[src/rtl/ddr_game_controller.sv]
// Two-player dance game sequencer: countdown, LFSR-driven arrow cues on a beat
// timer, per-player press judging inside a hit window, saturating scores, pause.

// Per-player judge: press edge detection, lock per cue, hit/miss pulses, score.
module ddr_player_judge #(
    parameter int SCORE_W = 8
) (
    input  logic               clock,
    input  logic               reset,
    input  logic               clr,
    input  logic               issue,
    input  logic               judge_en,
    input  logic               close,
    input  logic [3:0]         arrow,
    input  logic [3:0]         btn,
    output logic               hit,
    output logic               miss,
    output logic [SCORE_W-1:0] score
);
    logic [3:0] btn_q;
    logic [3:0] press;
    logic       good;
    logic       lock;

    assign press = btn & ~btn_q;
    assign good  = ((press & arrow) != 4'd0) && ((press & ~arrow) == 4'd0);

    // Previous-cycle button levels; tracks every cycle so held buttons never re-press.
    always_ff @(posedge clock) begin
        btn_q <= btn;
    end

    // Judge first press per cue, or miss on window expiry while still unlocked.
    always_ff @(posedge clock) begin
        if (reset) begin
            hit   <= 1'b0;
            miss  <= 1'b0;
            lock  <= 1'b0;
            score <= '0;
        end else begin
            hit  <= 1'b0;
            miss <= 1'b0;
            if (clr) begin
                score <= '0;
                lock  <= 1'b0;
            end else if (issue) begin
                lock <= 1'b0;
            end else if (judge_en && !lock && press != 4'd0) begin
                lock <= 1'b1;
                if (good) begin
                    hit <= 1'b1;
                    if (score != '1) score <= score + 1'b1;
                end else begin
                    miss <= 1'b1;
                end
            end else if (close && !lock) begin
                miss <= 1'b1;
                lock <= 1'b1;
            end
        end
    end
endmodule

module ddr_game_controller #(
    parameter int BEAT_CYCLES     = 12_500_000,
    parameter int HIT_WINDOW      = 3_000_000,
    parameter int NUM_BEATS       = 32,
    parameter int COUNTDOWN_BEATS = 4,
    parameter int SCORE_W         = 8
) (
    input  logic               clock,
    input  logic               reset,
    input  logic               start,
    input  logic               pause_toggle,
    input  logic [3:0]         a_in,
    input  logic [3:0]         b_in,
    output logic [2:0]         state,
    output logic               beat_pulse,
    output logic [3:0]         arrow,
    output logic               cue_valid,
    output logic               a_hit,
    output logic               b_hit,
    output logic               a_miss,
    output logic               b_miss,
    output logic [SCORE_W-1:0] a_score,
    output logic [SCORE_W-1:0] b_score,
    output logic               done
);
    localparam int BC_W  = $clog2(BEAT_CYCLES);
    localparam int CUE_W = $clog2(NUM_BEATS + 1);
    localparam int CD_W  = $clog2(COUNTDOWN_BEATS + 1);
    localparam logic [BC_W-1:0]  BC_LAST  = BC_W'(BEAT_CYCLES - 1);
    localparam logic [BC_W-1:0]  WIN_LAST = BC_W'(HIT_WINDOW - 1);
    localparam logic [CUE_W-1:0] CUE_LAST = CUE_W'(NUM_BEATS);
    localparam logic [CD_W-1:0]  CD_LAST  = CD_W'(COUNTDOWN_BEATS - 1);

    typedef enum logic [2:0] {
        IDLE      = 3'd0,
        COUNTDOWN = 3'd1,
        PLAY      = 3'd2,
        PAUSE     = 3'd3,
        DONE      = 3'd4
    } state_t;

    state_t           st, st_nx, ret_st;
    logic [BC_W-1:0]  bc;
    logic [CUE_W-1:0] cue_cnt;
    logic [CD_W-1:0]  cd_cnt;
    logic [7:0]       lfsr, lfsr_nx;
    logic             start_acc, pause_acc, running, beat_evt, issue, judge_en, win_close;

    assign state     = st;
    assign start_acc = start && (st == IDLE || st == DONE);
    assign pause_acc = pause_toggle && (st == COUNTDOWN || st == PLAY || st == PAUSE);
    // Toggle edges freeze everything for that cycle, so a paused window resumes exactly.
    assign running   = (st == COUNTDOWN || st == PLAY) && !pause_toggle;
    assign beat_evt  = running && (bc == BC_LAST);
    assign issue     = beat_evt && ((st == COUNTDOWN && cd_cnt == CD_LAST) ||
                                    (st == PLAY && cue_cnt != CUE_LAST));
    assign judge_en  = running && st == PLAY && cue_valid;
    assign win_close = judge_en && (bc == WIN_LAST);
    assign lfsr_nx   = {lfsr[6:0], lfsr[7] ^ lfsr[5] ^ lfsr[4] ^ lfsr[3]};

    // State register.
    always_ff @(posedge clock) begin
        if (reset) st <= IDLE;
        else       st <= st_nx;
    end

    // Next-state selection.
    always_comb begin
        st_nx = st;
        case (st)
            IDLE, DONE: if (start) st_nx = COUNTDOWN;
            COUNTDOWN: begin
                if (pause_toggle)                       st_nx = PAUSE;
                else if (beat_evt && cd_cnt == CD_LAST) st_nx = PLAY;
            end
            PLAY: begin
                if (pause_toggle)                          st_nx = PAUSE;
                else if (beat_evt && cue_cnt == CUE_LAST)  st_nx = DONE;
            end
            PAUSE:   if (pause_toggle) st_nx = ret_st;
            default: st_nx = IDLE;
        endcase
    end

    // Beat timer, cue generation, window tracking and status outputs.
    always_ff @(posedge clock) begin
        if (reset) begin
            bc         <= '0;
            cue_cnt    <= '0;
            cd_cnt     <= '0;
            lfsr       <= 8'hA5;
            arrow      <= 4'd0;
            cue_valid  <= 1'b0;
            beat_pulse <= 1'b0;
            done       <= 1'b0;
            ret_st     <= IDLE;
        end else begin
            beat_pulse <= beat_evt;
            done       <= (st_nx == DONE);
            if (pause_acc && st != PAUSE) ret_st <= st;
            if (start_acc) begin
                bc        <= '0;
                cue_cnt   <= '0;
                cd_cnt    <= '0;
                lfsr      <= 8'hA5;
                arrow     <= 4'd0;
                cue_valid <= 1'b0;
            end else if (running) begin
                if (beat_evt) begin
                    bc <= '0;
                    if (st == COUNTDOWN) cd_cnt <= cd_cnt + 1'b1;
                    if (issue) begin
                        lfsr      <= lfsr_nx;
                        arrow     <= 4'b0001 << lfsr_nx[1:0];
                        cue_cnt   <= cue_cnt + 1'b1;
                        cue_valid <= 1'b1;
                    end else if (st == PLAY) begin
                        arrow     <= 4'd0;
                        cue_valid <= 1'b0;
                    end
                end else begin
                    bc <= bc + 1'b1;
                    if (win_close) cue_valid <= 1'b0;
                end
            end
        end
    end

    logic [1:0][3:0]         btn;
    logic [1:0]              hit, miss;
    logic [1:0][SCORE_W-1:0] score;

    assign btn = {b_in, a_in};

    for (genvar p = 0; p < 2; p++) begin : g_player
        ddr_player_judge #(.SCORE_W(SCORE_W)) u_judge (
            .clock    (clock),
            .reset    (reset),
            .clr      (start_acc),
            .issue    (issue),
            .judge_en (judge_en),
            .close    (win_close),
            .arrow    (arrow),
            .btn      (btn[p]),
            .hit      (hit[p]),
            .miss     (miss[p]),
            .score    (score[p])
        );
    end

    assign a_hit   = hit[0];
    assign b_hit   = hit[1];
    assign a_miss  = miss[0];
    assign b_miss  = miss[1];
    assign a_score = score[0];
    assign b_score = score[1];
endmodule
[config.mk]
export PLATFORM = sky130hd
export DESIGN_NAME = ddr_game_controller
export DESIGN_NICKNAME = d
export VERILOG_FILES = /design/src/rtl/ddr_game_controller.sv
export SDC_FILE = /design/constraint.sdc
export NUM_CORES = 1
export LEC_CHECK = 0
export BUFFER_PORTS_ARGS = -buffer_cell sky130_fd_sc_hd__buf_4
export CELL_PAD_IN_SITES_DETAIL_PLACEMENT = 1
export CELL_PAD_IN_SITES_GLOBAL_PLACEMENT = 1
export CORE_ASPECT_RATIO = 1.4
export CORE_MARGIN = 3
export CORE_UTILIZATION = 40
export DETAILED_ROUTE_END_ITERATION = 12
export PLACE_DENSITY_LB_ADDON = 0.08
export SYNTH_ARGS = -nofsm -noshare
export SYNTH_HDL_FRONTEND = slang
export SYNTH_SLANG_ARGS = --single-unit
[constraint.sdc]
create_clock -name clock -period 2 [get_ports clock]
set_clock_uncertainty 0.15 [all_clocks]
set_input_delay 0.4 -clock clock [delete_from_list [all_inputs] [get_ports clock]]
set_output_delay 0.4 -clock clock [all_outputs]
set_load 0.01 [all_outputs]
==> flow_metrics.env, run 1 <==
export IMPL_final_setup_viols=35
export IMPL_cts_sinks=84
export IMPL_grt_setup_unrepaired="true"
export IMPL_preCtsSetupSlack_ns=-0.2366
export IMPL_antennaDiodeCount=0
export IMPL_drt_iter0_markers=152
export IMPL_p_sw_mw=0.9304
export IMPL_reg2reg_slack_ns=-0.15
export IMPL_final_worst_slack_ns=-0.1534
export IMPL_gpl_final_weighted_congestion=0.8489
export IMPL_switching_share=0.2389
export IMPL_grt_total_usage=0.2204
export IMPL_io_pin_count=42
export IMPL_initial_utilization=0.4182
export IMPL_clk_latency_ns=0.34
export IMPL_status="finished, violations left"
export IMPL_cts_inserted_buffers=9
export IMPL_synthesis_area_um2=3861
export IMPL_cts_tree="yes"
export IMPL_ant_nets=0
export IMPL_synthToLayoutAreaGrowth_pct=51.00
export IMPL_leakagePower_nw=2.325
export IMPL_grt_first_pass_wirelength_um=18690
export IMPL_clock_fmax_ghz=0.4644
export IMPL_synth_lib_cells_used_distinct=58
export IMPL_worstReg2RegStart="state[2]$_SDFF_PP0_"
export IMPL_final_min_period_over_clock_period=1.077
export IMPL_p_per_area_nw_per_um2=668.1
export IMPL_layout_drive_gt1_share=0.4150
export IMPL_drt_wl_total_um=14070
export IMPL_cts_reportedPaths_clkPinSlew_ns=0.06
export IMPL_worst_slew_pin_slew_ns=0.5940
export IMPL_hold_depth=1
export IMPL_clockRootBuffer="sky130_fd_sc_hd__clkbuf_16"
export IMPL_synth_async_reset_ratio=0
export IMPL_die_y_um=122.3
export IMPL_hpwl_um=8397
export IMPL_violations="setup timing"
export IMPL_startpoint_type="flip-flop"
export IMPL_hold_path_startpoint="b_in[0]"
export IMPL_layout_cells_most_common="sky130_fd_sc_hd__buf_4"
export IMPL_reg2regPathDepth=7
export IMPL_finish_cell_count_without_fillers=695
export IMPL_area_sequential_um2=1703
export IMPL_grt_pass1_vias=4004
export IMPL_synth_yosys_seq_area_share=0.4355
export IMPL_nets=602
export IMPL_dpl_cell_count=663
export IMPL_wl_per_cell_um=20.25
export IMPL_area_taken_by_multi_input_logic_gates_um2=2510
export IMPL_grt_most_used_layer="met2"
export IMPL_buffer_ports_inserted=41
export IMPL_fillCellCount=1027
export IMPL_cts_hold_buffers_added=0
export IMPL_dr_pass1_iters=4
export IMPL_post_detailed_route_via_to_cell_ratio=5.639
export IMPL_critPathCaptureType="flip-flop"
export IMPL_die_area_um2=10880
export IMPL_final_cell_area_um2=5831
export IMPL_post_synth_inst_count=448
export IMPL_dominantRegCellSynth="sky130_fd_sc_hd__dfxtp_1"
export IMPL_min_delay_path_class="input pin to flip-flop"
export IMPL_yosys_warning_total=0
export IMPL_synth_area_per_cell_um2=8.619
export IMPL_use_met2=0.4201
export IMPL_route_vias_total=3919
export IMPL_synth_net_count=467
export IMPL_drv_cap=0
export IMPL_synth_seq_cells=84
export IMPL_grt_antenna_before_repair=0
export IMPL_slew_limit_headroom=0.6012
export IMPL_worstPathRequired_ns=2.12
export IMPL_seq_power_share=0.439
export IMPL_synth_edff_count=0
export IMPL_met1_usage=0.2342
export IMPL_max_clock_path_buffers=2
export IMPL_floorplan_die_width_um=89.04
export IMPL_fp_coreArea_um2=9234
export IMPL_cell_internal_power_mw=2.965
export IMPL_post_route_drc_count=0
export IMPL_irDropWorstVdd_uv=383.8
export IMPL_slew_viol_final=0
export IMPL_r2r_end="g_player[0].u_judge.score[3]$_SDFFE_PP0P_"
export IMPL_grt_ovfl_total=0
export IMPL_post_layout_utilization_of_the_core=0.6314
export IMPL_clkPwrFrac=0.460
export IMPL_final_hold_viol_count=0
export IMPL_pin_count_of_the_biggest_net_entering_global_routing=26
export IMPL_worstSetupPathType="flip-flop to flip-flop"
export IMPL_critPathMaxFanout=8
export IMPL_count_of_standard_cell_rows=41
export IMPL_htreeDepth=3
export IMPL_combPwrFrac=0.101
export IMPL_whs_endpoint="g_player[1].u_judge.btn_q[0]$_DFF_P_"
export IMPL_detailed_place_area_um2=4920
export IMPL_period_minus_slack_ns=2.153
export IMPL_crit_arrival_ns=2.27
export IMPL_globalRouteMet3Util=0.03559
export IMPL_layout_common_cells="sky130_fd_sc_hd__buf_4, sky130_fd_sc_hd__dfxtp_1, sky130_fd_sc_hd__nand2_1"
[state kept, by name, indices dropped and copies added (netlist names)]
| signal | flops |
|---|---|
| lfsr | 8 |
| state | 3 |
| g_player.u_judge.score | 16 |
| g_player.u_judge.btn_q | 8 |
| g_player.u_judge.lock | 2 |
| cue_cnt | 6 |
| cue_valid | 1 |
| ret_st | 3 |
| g_player.u_judge.miss | 2 |
| g_player.u_judge.hit | 2 |
| beat_pulse | 1 |
| bc | 24 |
| arrow | 4 |
| done | 1 |
| cd_cnt | 3 |
[cell type report]
class,instances,area share
Clock inverter,6,0.01524
Tap cell,107,0.02296
Timing Repair Buffer,139,0.1910
Sequential cell,84,0.2921
Clock buffer,10,0.03927
Inverter,14,0.009013
Multi-Input combinational cell,335,0.4305
[Yosys cell counts, drive strengths merged, types with 4 or more instances]
master	n	area (µm²)
dfxtp	84	1682
nand2	63	236.5
nor2	46	172.7
a21oi	31	155.2
nand3	24	120.1
xor2	17	148.9
o21ai	15	75.07
inv	14	52.55
nor3	13	75.07
or3	12	75.07
nand2b	10	62.56
xnor2	10	95.10
and3	9	56.30
clkbuf	8	30.03
buf	7	43.79
ha	7	87.58
a31oi	6	37.54
nand4	6	37.54
o22ai	5	31.28
o31ai	5	37.54
or4	5	37.54
and4	4	35.03
nor3b	4	51.30
or2	4	25.03
[how the worst max path moves through the flow]
stage	to	slack, ns	depth (start not counted)	start
final	g_player[0].u_judge.score[3]$_SDFFE_PP0P_	-0.15	7	state[2]$_SDFF_PP0_
after global routing	arrow[0]$_SDFFE_PP0P_	-0.34	9	bc[1]$_SDFFE_PP0N_
after CTS	g_player[0].u_judge.score[2]$_SDFFE_PP0P_	-0.08	8	state[0]$_SDFF_PP0_
after detailed placement	g_player[1].u_judge.miss$_SDFF_PP0_	-0.24	7	cd_cnt[0]$_SDFFE_PP0P_
after global placement	g_player[1].u_judge.miss$_SDFF_PP0_	-0.32	7	cd_cnt[0]$_SDFFE_PP0P_
after floorplan	cue_cnt[4]$_SDFFE_PP0P_	-0.07	8	state[1]$_SDFF_PP0_
[cell families after synthesis]
kind of cell | count (synthesis) | synth area share
buf+inv | 29 | 0.03273
flops | 84 | 0.4355
simple gates | 221 | 0.3075
xor+xnor | 27 | 0.06319
compound gates | 77 | 0.1306
mux | 3 | 0.007777
fa+ha+maj | 7 | 0.02268
[routing by layer]
metal  part of all wire  vias to the layer above
met3              0.022                       37
met4              0.035                        0
met2               0.57                       71
met5                  0                        -
li1                   -                     1857
met1               0.37                     1954
[repair_timing]
action | 4_1_cts | 5_1_grt
pin swaps | 21 | 25
buffers inserted | 10 | 5
gates cloned | 1 | 0
resized for setup | 42 | 63
setup endpoints to repair | 63 | 67
[per-stage QoR]
stage | hold WS, ns | power [mW] | setup TNS, ns
finish | 0.02153 | 3.895 | -2.247
global route | 0.01494 | 4.011 | -9.574
CTS | 0.01131 | 3.860 | -0.6540
detailed placement | 0.3038 | 2.069 | -3.294
global placement | 0.2893 | 2.058 | -1.821
floorplan | 0.2721 | 1.916 | -0.3637
[power groups by stage]
| stage | Sequential (mW) | Combinational (mW) | Clock, mW |
|---|---|---|---|
| 2_1_floorplan | 1.74 | 0.176 | 0 |
| 3_3_place_gp | 1.74 | 0.316 | 0 |
| 3_5_place_dp | 1.74 | 0.325 | 0 |
| 4_1_cts | 1.71 | 0.345 | 1.81 |
| 5_1_grt | 1.71 | 0.422 | 1.88 |
| 6_report | 1.71 | 0.394 | 1.79 |
[worst max-delay path, stage by stage, from the launching register on]
cell,delay (ns)
sky130_fd_sc_hd__dfxtp_2,0.38
sky130_fd_sc_hd__nor3b_4,0.25
sky130_fd_sc_hd__nand3b_4,0.14
sky130_fd_sc_hd__buf_6,0.15
sky130_fd_sc_hd__a41oi_4,0.25
sky130_fd_sc_hd__nand3b_4,0.17
sky130_fd_sc_hd__or4_4,0.46
sky130_fd_sc_hd__a21oi_2,0.13
Power figures use the tool's default switching activity.
==> run 2, diff against run 1 <==
--- a/config.mk
+++ b/config.mk
@@ -9,7 +9,7 @@
 export CELL_PAD_IN_SITES_DETAIL_PLACEMENT = 1
 export CELL_PAD_IN_SITES_GLOBAL_PLACEMENT = 1
 export CORE_ASPECT_RATIO = 1.4
-export CORE_MARGIN = 3
+export CORE_MARGIN = 2
 export CORE_UTILIZATION = 40
 export DETAILED_ROUTE_END_ITERATION = 12
 export PLACE_DENSITY_LB_ADDON = 0.08
==> run 2 against run 1 <==
The run still ends with setup timing left; die area down 3.8%; count of clock-buffer cells in the layout unchanged; sequential share of layout area down 0.79 points; worst setup slack worse by 0.0070 ns; via count down 0.87%; clock power up 15%; combinational power up 3%; non-clock buffer count down 8.
==> flow_metrics.env, run 2 (same netlist as run 1, synthesis figures left out) <==
export IMPL_status="finished, violations left"
export IMPL_violations="setup timing"
export IMPL_clockRootBuffer="sky130_fd_sc_hd__clkbuf_16"
export IMPL_post_detailed_route_via_to_cell_ratio=5.622
export IMPL_slew_viol_final=0
export IMPL_grt_pass1_vias=4049
export IMPL_combPwrFrac=0.097
export IMPL_drt_wl_total_um=14010
export IMPL_worstPathRequired_ns=2.12
export IMPL_post_layout_total_power_mw=4.170
export IMPL_p_per_area_nw_per_um2=698.5
export IMPL_grt_antenna_before_repair=0
export IMPL_reg2reg_slack_ns=-0.16
export IMPL_drt_iter0_markers=122
export IMPL_largest_reg_flops=24
export IMPL_cell_internal_power_mw=3.214
export IMPL_final_hold_viol_count=0
export IMPL_worst_slew_pin_slew_ns=0.6996
export IMPL_cts_tree="yes"
export IMPL_grt_ovfl_total=0
export IMPL_antennaDiodeCount=0
export IMPL_detailed_place_area_um2=4833
export IMPL_route_vias_total=3885
export IMPL_htreeDepth=3
export IMPL_gpl_final_weighted_congestion=0.7994
export IMPL_cts_sinks=84
export IMPL_p_sw_mw=0.9568
export IMPL_cts_inserted_buffers=9
export IMPL_final_setup_viols=42
export IMPL_final_cell_area_um2=5971
export IMPL_ant_nets=0
export IMPL_nets=595
export IMPL_area_sequential_um2=1697
export IMPL_final_worst_slack_ns=-0.1604
export IMPL_drv_cap=0
export IMPL_switching_share=0.2294
export IMPL_initial_utilization=0.4105
export IMPL_seq_power_share=0.409
export IMPL_fp_coreArea_um2=9407
export IMPL_clkPwrFrac=0.494
export IMPL_crit_arrival_ns=2.28
export IMPL_area_taken_by_multi_input_logic_gates_um2=2641
export IMPL_grt_setup_unrepaired="true"
export IMPL_hpwl_um=8221
export IMPL_slew_limit_headroom=0.5303
export IMPL_max_clock_path_buffers=2
export IMPL_final_min_period_over_clock_period=1.080
export IMPL_layout_drive_gt1_share=0.4251
export IMPL_buffer_ports_inserted=41
export IMPL_top_regs="bc: 24 flops, g_player.u_judge.score: 16 flops"
export IMPL_setup_total_negative_slack_ns=-2.739
export IMPL_wl_per_cell_um=20.27
export IMPL_pin_count_of_the_biggest_net_entering_global_routing=26
export IMPL_startpoint_type="flip-flop"
export IMPL_irDropWorstVdd_uv=481.8
export IMPL_post_route_drc_count=0
export IMPL_min_delay_path_class="input pin to flip-flop"
export IMPL_grt_total_usage=0.2456
export IMPL_clock_fmax_ghz=0.4629
export IMPL_count_of_standard_cell_rows=42
export IMPL_fillCellCount=1060
export IMPL_synthToLayoutAreaGrowth_pct=54.63
export IMPL_layout_common_cells="sky130_fd_sc_hd__buf_4, sky130_fd_sc_hd__dfxtp_1, sky130_fd_sc_hd__nand2_1"
export IMPL_critPathCaptureType="flip-flop"
export IMPL_layout_cells_most_common="sky130_fd_sc_hd__buf_4"
export IMPL_critPathMaxFanout=5
export IMPL_leakagePower_nw=2.349
export IMPL_largest_register="bc"
export IMPL_floorplan_die_width_um=87.04
export IMPL_period_minus_slack_ns=2.160
export IMPL_die_area_um2=10470
export IMPL_clk_latency_ns=0.35
export IMPL_dr_pass1_iters=4
export IMPL_grt_first_pass_wirelength_um=19820
export IMPL_cts_reportedPaths_clkPinSlew_ns=0.06
export IMPL_die_y_um=120.3
export IMPL_io_pin_count=42
export IMPL_worstSetupPathType="flip-flop to flip-flop"
-- run 2: changes by cell type in the layout (fill, tap and decap cells not counted), sizes merged --
cell | previous run | this run
buf | 139 | 131
bufinv | 2 | 4
clkinv | 2 | 1
clkinvlp | 2 | 1
nand3 | 24 | 25
-- run 2: per-stage QoR --
stage	util	std cells	setup WS [ns]	hold WS, ns
CTS	0.5834	679	-0.07390	0.005091
detailed placement	0.5138	654	-0.1564	0.3014
floorplan	-	448	-0.06812	0.2721
global route	0.6347	691	-0.2139	0.009020
finish	0.6347	691	-0.1604	0.01351
global placement	0.5138	654	-0.1183	0.2977
-- run 2: power groups by stage --
stage / clock network (mW) / registers [mW] / logic, mW
after floorplan: 0 / 1.74 / 0.176
after global placement: 0 / 1.74 / 0.314
after detailed placement: 0 / 1.74 / 0.323
after CTS: 2.08 / 1.70 / 0.356
after global routing: 2.15 / 1.71 / 0.428
final: 2.06 / 1.71 / 0.405
-- run 2: timing repair --
item,CTS,global route
buffers inserted,7,11
gates cloned,2,1
pin swaps,17,31
setup endpoints to repair,55,70
hold buffers,0,0
resized for setup,42,88
-- run 2: per-layer routing --
metal  GRT usage  vias up  part of all wire
met1      0.2568     1930              0.36
met4      0.1006        0             0.039
met5           0        -                 0
li1            -     1839                 -
met2      0.4723       76              0.58
met3     0.03618       40             0.020
-- run 2: area by class of cell --
class / count / area share
Timing Repair Buffer: 131 / 0.1804
Clock buffer: 10 / 0.03835
Clock inverter: 6 / 0.02284
Multi-Input combinational cell: 336 / 0.4424
Inverter: 14 / 0.008801
Sequential cell: 84 / 0.2842
Tap cell: 110 / 0.02305
-- run 2: path summary, 6_finish.rpt --
check / from / cells after the start / endpoint
min: b_in[0] / 1 / g_player[1].u_judge.btn_q[0]$_DFF_P_
min reg2reg: lfsr[6]$_SDFFE_PP0P_ / 2 / lfsr[6]$_SDFFE_PP0P_
max reg2reg: bc[22]$_SDFFE_PP0N_ / 9 / cd_cnt[0]$_SDFFE_PP0P_
max: bc[22]$_SDFFE_PP0N_ / 9 / cd_cnt[0]$_SDFFE_PP0P_
-- run 2: worst max-delay path, cell delays in order (launching register included) --
cell,delay [ns]
sky130_fd_sc_hd__dfxtp_1,0.33
sky130_fd_sc_hd__nand3b_1,0.32
sky130_fd_sc_hd__buf_4,0.24
sky130_fd_sc_hd__nor3_2,0.19
sky130_fd_sc_hd__and3_4,0.26
sky130_fd_sc_hd__buf_6,0.13
sky130_fd_sc_hd__buf_6,0.11
sky130_fd_sc_hd__nand2_4,0.05
sky130_fd_sc_hd__xor2_1,0.14
sky130_fd_sc_hd__nor2_1,0.15
